### src/rtl/dcache_pkg.sv
// rtl/dcache_pkg.sv - shared field widths and request record for the dcache request arbiter
package dcache_pkg;

  localparam int ADDR_W    = 40;
  localparam int CMD_W     = 5;
  localparam int TYP_W     = 3;
  localparam int TAG_W     = 9;
  localparam int REQ_TAG_W = 8;
  localparam int DATA_W    = 64;

  typedef struct packed {
    logic [ADDR_W-1:0] addr;
    logic [TAG_W-1:0]  tag;
    logic [CMD_W-1:0]  cmd;
    logic [TYP_W-1:0]  typ;
    logic              kill;
    logic              phys;
    logic [DATA_W-1:0] data;
  } dcache_req_t;

  // Idle slot contents: everything zero except phys.
  localparam dcache_req_t REQ_RESET = '{
    addr: '0, tag: '0, cmd: '0, typ: '0, kill: 1'b0, phys: 1'b1, data: '0
  };

  function automatic dcache_req_t pack_req(
    input logic                 src,
    input logic [ADDR_W-1:0]    addr,
    input logic [REQ_TAG_W-1:0] tag,
    input logic [CMD_W-1:0]     cmd,
    input logic [TYP_W-1:0]     typ,
    input logic                 kill,
    input logic                 phys,
    input logic [DATA_W-1:0]    data
  );
    dcache_req_t r;
    r.addr = addr;
    r.tag  = {src, tag};
    r.cmd  = cmd;
    r.typ  = typ;
    r.kill = kill;
    r.phys = phys;
    r.data = data;
    return r;
  endfunction

endpackage

### src/rtl/outst_counter.sv
// rtl/outst_counter.sv - per-requester in-flight request counter
module outst_counter #(
  parameter int W = 4
) (
  input  logic         clk,
  input  logic         rst_n,
  input  logic         inc_i,
  input  logic         dec_i,
  output logic [W-1:0] cnt_o
);

  logic [W-1:0] cnt_q, cnt_d;
  logic         dec_ok;

  // A response with nothing outstanding is dropped rather than wrapping.
  assign dec_ok = dec_i && (cnt_q != '0);

  always_comb begin
    cnt_d = cnt_q;
    if (inc_i && !dec_ok) begin
      cnt_d = cnt_q + 1'b1;
    end else if (!inc_i && dec_ok) begin
      cnt_d = cnt_q - 1'b1;
    end
  end

  always_ff @(posedge clk or negedge rst_n) begin
    if (!rst_n) begin
      cnt_q <= '0;
    end else begin
      cnt_q <= cnt_d;
    end
  end

  assign cnt_o = cnt_q;

  a_no_underflow: assert property (@(posedge clk) disable iff (!rst_n)
    !(dec_i && (cnt_q == '0)));

endmodule

### src/rtl/dcache_req_arbiter.sv
// rtl/dcache_req_arbiter.sv - two-requester round-robin arbiter into a single dcache request port
module dcache_req_arbiter
  import dcache_pkg::*;
#(
  parameter int MAX_OUTST = 4
) (
  input  logic                 clk,
  input  logic                 reset,

  input  logic                 req0_valid,
  output logic                 req0_ready,
  input  logic [ADDR_W-1:0]    req0_addr,
  input  logic [REQ_TAG_W-1:0] req0_tag,
  input  logic [CMD_W-1:0]     req0_cmd,
  input  logic [TYP_W-1:0]     req0_typ,
  input  logic                 req0_kill,
  input  logic                 req0_phys,
  input  logic [DATA_W-1:0]    req0_data,

  input  logic                 req1_valid,
  output logic                 req1_ready,
  input  logic [ADDR_W-1:0]    req1_addr,
  input  logic [REQ_TAG_W-1:0] req1_tag,
  input  logic [CMD_W-1:0]     req1_cmd,
  input  logic [TYP_W-1:0]     req1_typ,
  input  logic                 req1_kill,
  input  logic                 req1_phys,
  input  logic [DATA_W-1:0]    req1_data,

  output logic                 cache_req_valid,
  input  logic                 cache_req_ready,
  output logic [ADDR_W-1:0]    cache_req_addr,
  output logic [TAG_W-1:0]     cache_req_tag,
  output logic [CMD_W-1:0]     cache_req_cmd,
  output logic [TYP_W-1:0]     cache_req_typ,
  output logic                 cache_req_kill,
  output logic                 cache_req_phys,
  output logic [DATA_W-1:0]    cache_req_data,

  input  logic                 cache_resp_valid,
  input  logic [TAG_W-1:0]     cache_resp_tag,
  input  logic [DATA_W-1:0]    cache_resp_data,

  output logic                 resp0_valid,
  output logic [REQ_TAG_W-1:0] resp0_tag,
  output logic [DATA_W-1:0]    resp0_data,
  output logic                 resp1_valid,
  output logic [REQ_TAG_W-1:0] resp1_tag,
  output logic [DATA_W-1:0]    resp1_data
);

  localparam logic [4:0] MAX_L = 5'(MAX_OUTST);

  dcache_req_t       slot_q, slot_d;
  logic              slot_valid_q, slot_valid_d;
  logic [DATA_W-1:0] data_q, data_d;
  logic              rr_q, rr_d;
  logic              rdy_en_q, rdy_en_d;

  logic [3:0] outst0, outst1;
  logic [4:0] load0, load1;
  logic       cache_fire, slot_free;
  logic       elig0, elig1, gnt0, gnt1;
  logic       inc0, inc1, dec0, dec1;

  assign cache_fire = slot_valid_q && cache_req_ready;
  assign slot_free  = !slot_valid_q || cache_fire;

  // The request sitting in the slot already counts against its owner's budget.
  assign load0 = {1'b0, outst0} + {4'b0, slot_valid_q && !slot_q.tag[8]};
  assign load1 = {1'b0, outst1} + {4'b0, slot_valid_q &&  slot_q.tag[8]};

  assign elig0 = req0_valid && slot_free && rdy_en_q && (load0 < MAX_L);
  assign elig1 = req1_valid && slot_free && rdy_en_q && (load1 < MAX_L);

  // rr_q names the requester that wins a tie.
  assign gnt1 = elig1 && (!elig0 || rr_q);
  assign gnt0 = elig0 && !gnt1;

  assign req0_ready = gnt0;
  assign req1_ready = gnt1;

  always_comb begin
    slot_valid_d = slot_valid_q;
    slot_d       = slot_q;
    rr_d         = rr_q;
    rdy_en_d     = 1'b1;
    data_d       = cache_fire ? slot_q.data : '0;
    if (cache_fire) begin
      slot_valid_d = 1'b0;
    end
    if (gnt0) begin
      slot_valid_d = 1'b1;
      slot_d       = pack_req(1'b0, req0_addr, req0_tag, req0_cmd, req0_typ,
                              req0_kill, req0_phys, req0_data);
      rr_d         = 1'b1;
    end else if (gnt1) begin
      slot_valid_d = 1'b1;
      slot_d       = pack_req(1'b1, req1_addr, req1_tag, req1_cmd, req1_typ,
                              req1_kill, req1_phys, req1_data);
      rr_d         = 1'b0;
    end
  end

  always_ff @(posedge clk or negedge reset) begin
    if (!reset) begin
      slot_valid_q <= 1'b0;
      slot_q       <= REQ_RESET;
      data_q       <= '0;
      rr_q         <= 1'b0;
      rdy_en_q     <= 1'b0;
    end else begin
      slot_valid_q <= slot_valid_d;
      slot_q       <= slot_d;
      data_q       <= data_d;
      rr_q         <= rr_d;
      rdy_en_q     <= rdy_en_d;
    end
  end

  assign cache_req_valid = slot_valid_q;
  assign cache_req_addr  = slot_q.addr;
  assign cache_req_tag   = slot_q.tag;
  assign cache_req_cmd   = slot_q.cmd;
  assign cache_req_typ   = slot_q.typ;
  assign cache_req_kill  = slot_q.kill;
  assign cache_req_phys  = slot_q.phys;
  assign cache_req_data  = data_q;

  assign inc0 = cache_fire && !slot_q.tag[8];
  assign inc1 = cache_fire &&  slot_q.tag[8];
  assign dec0 = cache_resp_valid && !cache_resp_tag[8];
  assign dec1 = cache_resp_valid &&  cache_resp_tag[8];

  outst_counter #(.W(4)) u_outst0 (
    .clk   (clk),
    .rst_n (reset),
    .inc_i (inc0),
    .dec_i (dec0),
    .cnt_o (outst0)
  );

  outst_counter #(.W(4)) u_outst1 (
    .clk   (clk),
    .rst_n (reset),
    .inc_i (inc1),
    .dec_i (dec1),
    .cnt_o (outst1)
  );

  assign resp0_valid = dec0;
  assign resp0_tag   = cache_resp_tag[7:0];
  assign resp0_data  = cache_resp_data;
  assign resp1_valid = dec1;
  assign resp1_tag   = cache_resp_tag[7:0];
  assign resp1_data  = cache_resp_data;

endmodule
### config.mk
export PLATFORM = sky130hd
export DESIGN_NAME = dcache_req_arbiter
export DESIGN_NICKNAME = d
export VERILOG_FILES = /design/src/rtl/dcache_pkg.sv /design/src/rtl/outst_counter.sv /design/src/rtl/dcache_req_arbiter.sv
export SDC_FILE = /design/constraint.sdc
export NUM_CORES = 1
export LEC_CHECK = 0
export CORE_AREA = 5 5 227 229
export DETAILED_ROUTE_END_ITERATION = 10
export DIE_AREA = 0 0 232 234
export GPL_ROUTABILITY_DRIVEN = 0
export GPL_TIMING_DRIVEN = 1
export PLACE_DENSITY = 0.49
export REMOVE_ABC_BUFFERS = 1
export SETUP_SLACK_MARGIN = 0.3
export SYNTH_ARGS = -nofsm -noshare
export SYNTH_HDL_FRONTEND = slang
export SYNTH_SLANG_ARGS = --single-unit
### constraint.sdc
create_clock -name clk -period 3.3 [get_ports clk]
set_clock_uncertainty 0.1 [all_clocks]
set_input_delay 0.33 -clock clk [delete_from_list [all_inputs] [get_ports clk]]
set_output_delay 0.33 -clock clk [all_outputs]
set_load 0.02 [all_outputs]
# [Yosys cells after proc, flatten, opt, wreduce, memory -nomap -nowiden]
# Cells that the tools add are included.
[word_totals] regBits=198 in_bits=323 output_inout_bits=272 word_cells=71
[classes] addsub=6 magnitude_cmp=2 n_mux=12 reduce_logical=38
[ops] op="123-bit two-way mux" n=2
[ops] op="64-bit two-way mux" n=1
[ops] op="1-bit logical AND" n=21
[ops] op="4-bit two-way mux" n=4
[ops] op="4-bit by 1-bit adder with 5-bit output" n=2
[ops] op="5-bit by 3-bit < comparator with 1-bit output (second input constant)" n=2
[ops] op="1-bit logical NOT" n=9
[ops] op="4-bit by 1-bit adder with 4-bit output (second input constant)" n=2
[ops] op="4-bit nonzero test" n=2
[ops] op="4-bit by 1-bit subtractor with 4-bit output (second input constant)" n=2
[ops] op="2-bit nonzero test" n=3
[ops] op="1-bit two-way mux" n=5
[ops] op="3-bit nonzero test" n=1
[ops] op="1-bit logical OR" n=2

# [Logic depth before layout (Yosys ltp)]
# Gate-level depths: netlist (run 1).
[logic_depth] depth_word=11 depth_mapped=10 depth_no_buf=9

# [Hierarchy]
# From an unflattened synthesis (run 1), not the netlist that was laid out.
[hier_totals] hier_cells=849 hier_area_um2=9808.2
[modules_own_cells] module="dcache_req_arbiter" n_inst=1 cells_per_inst=791 area_each_um2=9182.6 seq_area_each_um2=4755.8
[modules_own_cells] module="outst_counter" n_inst=2 cells_per_inst=29 area_each_um2=312.8 seq_area_each_um2=100.1

# [Least setup slack after synthesis (run 1)]
# OpenSTA, ideal clock, no wires.
[synth_timing] path_type="register -> register" startpoint="reg slot_valid_q, in the netlist cache_req_valid" endpoint="reg u_outst1.cnt_q[3], in the netlist u_outst1.cnt_o[3]" setup_ps=136 arrival_time_ps=2170 t_required_ps=3064 setup_slack_ps=894 stages_incl_launch_ff=9 path_buffers=1 synth_period_minus_slack_ps=2406 cell_sequence="dfrtp_1 clkbuf_1 and3_1 ha_1 inv_1 ha_1 a21o_1 a2111oi_0 o31ai_1"
[synth_via] elab_chain_cells=5 elab_cells_between_ends=7 cone_classes="mux: 1; reduce/logical: 6"
[synth_lines] item="start, declared" line_no="dcache_req_arbiter.sv:55" text="logic slot_valid_q, slot_valid_d;"
[synth_lines] item="start signal, assigned" line_no="dcache_req_arbiter.sv:113" text="slot_valid_q <= slot_valid_d;"
[synth_lines] item="1-bit logical AND (*)" line_no="dcache_req_arbiter.sv:66" text="assign cache_fire = slot_valid_q && cache_req_ready;"
[synth_lines] item="1-bit logical AND (*)" line_no="dcache_req_arbiter.sv:131" text="assign inc1 = cache_fire && slot_q.tag[8];"
[synth_lines] item="1-bit logical NOT" line_no="outst_counter.sv:22" text="end else if (!inc_i && dec_ok) begin"
[synth_lines] item="1-bit logical AND" line_no="outst_counter.sv:22"
[synth_lines] item="2-bit nonzero test (no line)"
[synth_lines] item="end signal, assigned" line_no="outst_counter.sv:31" text="cnt_q <= cnt_d;"
[synth_lines] item="end, declared" line_no="outst_counter.sv:12" text="logic [W-1:0] cnt_q, cnt_d;"
# Every way passes the cells marked *; elsewhere a longest branch is shown, timed or not.
# A chain may end at the register's enable or synchronous reset.

# [Final worst setup path (run 1)]
[layout_timing] startpoint="reg slot_valid_q, in the netlist cache_req_valid" endpoint="out req1_ready"
[layout_via] elab_chain_cells=8 elab_cells_between_ends=18 cone_classes="add/sub: 2; order compare: 2; reduce/logical: 14"
[layout_lines] item="parallel branches: the longest is 7 deep, another holds 4-bit by 1-bit adder with 5-bit output"
[layout_lines] item="1-bit logical AND (*)" line_no="dcache_req_arbiter.sv:77" text="assign gnt1 = elig1 && (!elig0 || rr_q);"
[layout_lines] item="end, declared" line_no="dcache_req_arbiter.sv:21" text="output logic req1_ready,"
# Mark *: on every way between the ends.

==> run summary, run 1 <==
Once detail routing completed, the nets flagged for antenna violations numbered 0. The signal on the critical path passes through nand2b_1 -> nand3_4 -> nor2_4 -> dlygate4sd2_1. The worst setup path startpoint is cache_req_valid. The later-pin clock latency in the skew report came out at 0.48 ns. Timing would allow up to around 360 MHz.

The power density normalized to cell area is 784 nW/um^2. From synthesis to final layout, the design area changed by 37.4%. The critical path startpoint category is a register. The deepest clock path buffer count is 2. The total number of vias is 7701. The post-synthesis instance area came out at 9670 um^2.

The maximum VDD drop came out at 0.000337 V. Overall power consumption after layout is estimated at 10.4 mW. At the worst endpoint, the arrival time is between 2 and 2.5 ns. The post-CTS clock slew at the launch and capture registers of the worst setup and hold paths is ~0.070 ns.

The design internal power is about 6.7 mW. The number of setup violations in the final report came out at 0. The starting density of the core is 19.6%.

The via count of the first global-routing pass came to 8073. The flow ran to the end, and the final reports show no timing, DRC or antenna violations. Cells with a size suffix above 1 make up 6.01% of the layout.

In this run the tool buffered the top-level ports with 378 buffer cells. The warning count from the yosys run is 0. The first global-routing pass estimated 71.7 mm of wire. The average wire length per cell after detail routing is 32.6 um. The worst path meets setup with approximately 0.55 ns of slack.

The count of pins over their slew limit is 0. The vertical die dimension came out at 234 um. The count of buffering cells on the critical path with inverters included is 1. The number of cells produced by synthesis came out at 842. The detailed router's first-iteration violation count came out at 558. The DRC violation count after routing is 0. The total leakage power came out at 5.98 nW. Across the run, the number of max-cap violations was 0. Once detailed placement completed, the half-perimeter wirelength came to about 43 mm. For the pin with the worst max-slew slack, the measured transition is 1.06 ns. The count of nets after finishing came out at between 1000 and 1500. TritonCTS built the clock tree.

The width of the die came out at 232 um. The pin count of the biggest net entering global routing came out at 81. The number of I/O pins is slightly below 600. The number of distinct standard cells referenced by the synthesized netlist came out at 35. The die outline area is 54300 um^2.

Per report_power, the clock group accounts for 20.9% of the total. For this run the aggregate overflow at the end of global routing stands at 0. On the critical path, the stage with the largest delay is an instance of sky130_fd_sc_hd__dfrtp_4. The startpoint identified for the worst register-to-register timing path is cache_req_valid. The number of antenna violations at the first check in global routing is 3.

The post-route standard cell area excluding fillers came out at 13300 um^2. For this run, the slowest stage of the critical path takes 0.58 ns. The path class of the tightest hold or removal check is input pin to register.

The smallest clock period supported by the final layout is computed as 2.75 ns. The post-detailed-route via-to-cell ratio is 4.61. The setup TNS is 0 ns.

The region available for standard cell placement spans around 50000 um^2. TritonCTS created 17 clock buffers. The length of the first detailed-routing pass in iterations is 4. The global routing usage summed across all routing layers is 19.5%. In this design, the largest share of critical-path delay is due to simple AND/OR/NAND/NOR gates. The peak-usage layer in the global routing report is met2. The number of placement rows is about 80. The number of clock sinks came out at a little under 200. For this block, the routed nets add up to 54.4 mm of wire. The setup slack after placement is between 0.4 and 0.5 ns. The final critical path takes up between 80 and 90% of the cycle. The H-tree was split into 4 levels. The final-report hold violation count is 0. The placement-stage cell area came out at roughly 13000 um^2. Setup repair after global routing left no endpoint under its margin. A synthesized cell averages 11.5 um^2. After synthesis the netlist holds a flip-flop and latch count of 198. The net switching power of the design came out at 3.72 mW. The met1 routing resource usage after global routing came out at 16.7%. The required arrival time at the worst endpoint came out at 2.87 ns. Registers are responsible for a little under two fifths of the overall power.

The worst hold path begins at cache_req_ready. Leaving out fill and tap cells, the most frequent cell in the layout is sky130_fd_sc_hd__clkdlybuf4s50_1. Clock tree synthesis selected as its root buffer the cell sky130_fd_sc_hd__clkbuf_16. The sequential area share after synthesis is approximately 50%. In this run the tightest slew margin relative to its limit is ~29%.

STA classifies the critical path endpoint as a primary output. In the layout the commonest cells are sky130_fd_sc_hd__clkdlybuf4s50_1 (374), sky130_fd_sc_hd__dfrtp_1 (196), sky130_fd_sc_hd__and3_1 (187), sky130_fd_sc_hd__a221o_1 (122), sky130_fd_sc_hd__clkbuf_16 (17). In this run switching power makes up 35.7% of total power.

The global routing met2 resource utilization is 29.5%. The worst-path maximum fanout came out at 16. The critical path is of the register to primary output type. The global routing met3 resource utilization is between 20% and 30%. The share of power burned in combinational logic came out at 42.1%.
==> synth_stat cells (all sizes together) <==
| cell type | number | area [um^2] |
|---|---|---|
| dfrtp | 197 | 4930 |
| dfstp | 1 | 26.3 |
| and2 | 1 | 6.26 |
| conb | 1 | 3.75 |
| nor4b | 1 | 23.8 |
| nor3 | 6 | 30.0 |
| nand2 | 7 | 26.3 |
| nand2b | 1 | 6.26 |
| and4bb | 1 | 12.5 |
| o41ai | 2 | 17.5 |
| buf | 219 | 1600 |
| o21ai | 6 | 30.0 |
| nand4b | 1 | 8.76 |
| a221o | 122 | 1220 |
| nor2b | 3 | 18.8 |
| xnor2 | 4 | 35.0 |
| a21o | 3 | 22.5 |
| nand3 | 2 | 15.0 |
| ha | 6 | 75.1 |
| a21oi | 2 | 10.0 |
| nand3b | 1 | 20.0 |
| fa | 2 | 40.0 |
| mux2 | 2 | 22.5 |
| inv | 2 | 7.51 |
| nand4 | 2 | 12.5 |
| clkbuf | 51 | 191 |
| a2111oi | 2 | 17.5 |
| nor2 | 2 | 10.0 |
| mux2i | 2 | 20.0 |
| and3 | 187 | 1170 |
| o31ai | 2 | 15.0 |
| nand4bb | 1 | 27.5 |
==> area by class of cell <==
type	instances	area, um^2
well taps	672	841
inverters	2	7.51
repair buffers	395	3960
flip-flops and latches	198	4960
clock buffers	18	439
diodes	1	2.50
fillers	5232	36200
clock inverters	14	140
multi-input cells	372	2940
==> worst register-to-register path, cell delays in order, from the launching register on <==
cell	delay, ns
sky130_fd_sc_hd__dfrtp_4	0.58
sky130_fd_sc_hd__nand2b_1	0.29
sky130_fd_sc_hd__nand3_4	0.25
sky130_fd_sc_hd__nor2_4	0.18
sky130_fd_sc_hd__buf_4	0.71
sky130_fd_sc_hd__a221o_1	0.48
==> metrics by stage <==
stage               utilization (%)  hold slack, ns  instances
finish                         26.9           0.309       1672
global route                   26.9           0.295       1672
global placement               25.7           0.286       1638
floorplan                         -         -0.0656        572
detailed placement             25.7           0.290       1638
CTS                            26.9           0.261       1671
==> path summary, 6_finish.rpt <==
kind / end / slack, ns / cells after the start
setup reg to reg: cache_req_addr[31] / 0.65 / 5
min in group asynchronous: cache_req_data[32] / 0.35 / 2
setup / recovery: req1_ready / 0.55 / 4
hold / removal: cache_req_valid / 0.31 / 3
hold reg to reg: cache_req_data[34] / 0.41 / 1
max in group asynchronous: cache_req_phys / 1.93 / 3
==> layer usage <==
layer  wire, um  vias up
met1      16100     3757
met4       1510       15
met3      12000       55
met5        852        -
li1           -     3194
met2      24000      680
==> registers in the layout, summed over array words and instances, names as in the netlist <==
| register | cells |
|---|---|
| cache_req_phys | 1 |
| cache_req_data | 64 |
| cache_req_kill | 1 |
| rr_q | 1 |
| cache_req_valid | 1 |
| slot_q | 64 |
| cache_req_typ | 3 |
| cache_req_addr | 40 |
| u_outst0.cnt_o | 4 |
| u_outst1.cnt_o | 4 |
| cache_req_tag | 9 |
| cache_req_cmd | 5 |
| rdy_en_q | 1 |
==> power by group through the flow <==
stage / Clock (mW) / Sequential, mW / Combinational (mW)
after floorplan: 0 / 4.34 / 1.83
after global placement: 0 / 3.90 / 4.37
after detailed placement: 0 / 3.87 / 4.43
after CTS: 2.26 / 3.86 / 4.45
after global routing: 2.34 / 3.97 / 4.71
final: 2.17 / 3.86 / 4.39
==> cell families after synthesis <==
group	Yosys count	share of synthesized area, %
buf+inv	272	18.6
flops	198	51.2
xor+xnor	4	0.362
other cells	1	0.0388
compound gates	139	13.8
simple gates	216	14.3
fa+ha+maj	8	1.19
mux	4	0.440
==> what timing repair did <==
item                                   4_1_cts  5_1_grt
buffers inserted                             0        0
endpoints found under the hold margin       77        0
gates resized for setup                      3        0
setup endpoints to repair                    2        0
hold buffers                                 1        0
(Power assumes the default switching activity.)
==> run 2: changes to the inputs <==
Clock period 3.3 ns to 2.7 ns, I/O delays scaled along.
==> run summary, run 2 (synthesis results as in run 1) <==
Setup repair after global routing could not meet its margin everywhere. The flow ran to the end, and the final reports show no timing, DRC or antenna violations. The clock network fraction of total power came out at 20.7% (-0.2 points). The share of power burned in combinational logic came out at 43.9% (+1.8 points). The count of nets after finishing came to 1346 (+2.2%). The core region area is 49500 um^2 (unchanged). The later-pin clock latency in the skew report came to 0.49 ns (about the same). The final global-route overflow total came to 0 (unchanged). The TritonCTS clock tree is yes. The number of I/O pins is 595 (unchanged). The average wire length per cell after detail routing is 32.8 um (+0.58%). The number of CTS-inserted buffers is 17 (unchanged). The library cell used most frequently in the layout, excluding fill and tap cells, is sky130_fd_sc_hd__clkdlybuf4s50_1. The net switching power of the design came to 4.66 mW (+25%).

The detailed router's first-iteration violation count is 455 (-18%). The number of maximum-capacitance violations is 0 (unchanged). The post-route minimum period came out at 2.34 ns. Static timing analysis puts the maximum clock frequency at 428 MHz. The first-pass GRT wire length was 73.3 mm (+2.3%). The maximum VDD drop came to 0.000433 V (+28%). The via count of the first global-routing pass came out at 8282 (+2.6%).

The vertical die dimension is 234 um (unchanged). The deepest level of the CTS H-tree came to 4 (unchanged). The starting density of the core came out at 19.6% (unchanged). The total routed wirelength came out at 55.7 mm (+2.2%). STA classifies the critical path endpoint as a primary output. In the layout the commonest cells are sky130_fd_sc_hd__clkdlybuf4s50_1 (374), sky130_fd_sc_hd__dfrtp_1 (191), sky130_fd_sc_hd__and3_1 (187), sky130_fd_sc_hd__a221o_1 (122), sky130_fd_sc_hd__buf_4 (37).

The placed instance count came out at 1642 (+0.24%). The width of the die came out at 232 um (unchanged). The number of clock sinks came to 198 (unchanged). The number of antenna violations at the first check in global routing is 3 (unchanged).

The remaining max-slew budget at the tightest pin is 43.5% (+14 points). The layout-stage area growth over the synthesis result came out at 41.7%. The worst setup path is launched from a register. The count of input and output buffers is 378 (unchanged). The placement-stage cell area came to 12700 um^2 (+0.20%). The total number of vias is 7640 (-0.79%). The count of placed standard cells in the final layout, fillers left out was 1699 (+1.6%). The deepest clock path buffer count is 2 (unchanged). The worst hold slack after final layout came to 0.145 ns (-0.164 ns). The DRC violation count after routing is 0 (unchanged). The HPWL after detailed placement came out at 42.4 mm (-0.98%).

The pin count of the biggest net entering global routing came out at 80 (-1.2%). The tree is rooted in a sky130_fd_sc_hd__clkbuf_16. The ratio of final minimum period to clock period came out at 86.6%. The number of placement rows is 82 (unchanged). The share of the core filled with cells is 27.7% (+0.86 points). The total leakage power came to 6.18 nW (+3.3%).

The part of the total power dissipated in sequential elements came to 35.4% (-1.6 points). The die outline area is 54300 um^2 (unchanged). The worst-path maximum fanout is 4 (-12). The required arrival time at the worst endpoint is 2.33 ns (-0.54 ns). The fraction of power spent switching nets is 35.2% (-0.58 points). The global routing usage summed across all routing layers is 19.9% (+0.48 points). The post-detailed-route via-to-cell ratio is 4.50 (-2.4%).

The kind of path behind the tightest hold check is input pin to register. The number of setup violations in the final report is 0 (unchanged). The number of fill cells came to 5227 (-0.096%).

The area occupied by registers came out at 4970 um^2 (+0.13%). The length of the first detailed-routing pass in iterations came out at 4 (unchanged). The design internal power came to 8.61 mW (+28%). The post-route standard cell area excluding fillers came out at 13700 um^2 (+3.2%).

The slew at the pin with the worst max-slew slack came out at 0.847 ns (-0.214 ns). The data arrival at the endpoint of the critical path came to 1.97 ns (-0.35 ns). The power density normalized to cell area came out at 968 nW/um^2 (+23%). The critical path is of the register to primary output type. The count of pins over their slew limit is 0 (unchanged). The fraction of final layout cells sized beyond drive strength 1 is 10.3% (+4.3 points). The final-report hold violation count was 0 (unchanged).

The setup TNS is 0 ns (unchanged). The post-route antenna net violation count is 0 (unchanged). The area of the multi-input gates is 3010 um^2 (+2.3%). The post-CTS clock slew at the launch and capture registers of the worst setup and hold paths came out at 0.07 ns (about the same).
==> run 2: changes by cell type in the layout (fill, tap and decap cells not counted), sizes merged <==
cell | before | now
buf | 18 | 44
bufbuf | 0 | 4
bufinv | 1 | 3
clkinv | 4 | 2
dlygate4sd2 | 2 | 0
inv | 8 | 7
==> run 2: final timing paths <==
kind / startpoint / endpoint / slack, ns / cells after the start
worst min-delay path: cache_req_ready / cache_req_data[46] / 0.14 / 2
worst min register to register: slot_q[58] / cache_req_data[58] / 0.40 / 1
worst max register to register: u_outst1.cnt_o[1] / u_outst1.cnt_o[3] / 0.36 / 8
min in group asynchronous: reset / cache_req_data[21] / 0.27 / 2
worst max-delay path: u_outst0.cnt_o[3] / req1_ready / 0.36 / 5
max in group asynchronous: reset / slot_q[28] / 1.40 / 3
==> run 2: what timing repair did <==
action / in CTS / in global routing
cloned: 4 / 0
endpoints found under the hold margin: 72 / 0
pin swaps: 5 / 6
endpoints found under the setup margin: 26 / 43
setup buffers: 11 / 10
gates resized for setup: 12 / 15
hold buffers: 1 / 0
==> run 2: metal layers <==
metal / vias to the layer above / track usage (%) / part of all wire (%)
li1: 3249 / - / -
met4: 14 / 9.01 / 4.2
met1: 3707 / 17.1 / 32
met2: 603 / 29.5 / 43
met3: 67 / 20.3 / 20
met5: - / 10.9 / 1.3
==> run 2: power groups by stage <==
| stage | Sequential, mW | Combinational, mW | Clock (mW) |
|---|---|---|---|
| 5_1_grt | 4.82 | 6.26 | 2.96 |
| 3_5_place_dp | 4.73 | 5.45 | 0 |
| 3_3_place_gp | 4.73 | 5.42 | 0 |
| 4_1_cts | 4.69 | 5.74 | 2.87 |
| 2_1_floorplan | 5.31 | 2.24 | 0 |
| 6_report | 4.70 | 5.83 | 2.75 |
==> run 2: area by class of cell <==
| type | count | share of cell area (%) |
|---|---|---|
| clock inverters | 13 | 1.24 |
| diodes | 1 | 0.0182 |
| clock buffers | 17 | 3.10 |
| inverters | 2 | 0.0547 |
| well taps | 672 | 6.13 |
| repair buffers | 424 | 31.3 |
| flip-flops and latches | 198 | 36.2 |
| multi-input cells | 372 | 21.9 |
==> run 2: stage by stage <==
stage          power [mW]  setup slack (ns)
2_1_floorplan        7.54             -4.14
3_3_place_gp         10.2             0.104
3_5_place_dp         10.2            0.0931
4_1_cts              13.3             0.293
5_1_grt              14.0             0.242
6_report             13.3             0.361
==> run 2: worst max-delay path, stage by stage, from the launching register on <==
cell and delay (ns):
sky130_fd_sc_hd__dfrtp_2 0.43, sky130_fd_sc_hd__nand4bb_4 0.27, sky130_fd_sc_hd__nor4b_4 0.37, sky130_fd_sc_hd__nor2_4 0.09, sky130_fd_sc_hd__clkbuf_16 0.17, sky130_fd_sc_hd__buf_8 0.13
==> run 3: changes to the inputs <==
Settings changed: SLEW_MARGIN from default to 25.
==> results of run 3 <==
No change in the layout: final DEF, timing and power equal those of run 2.
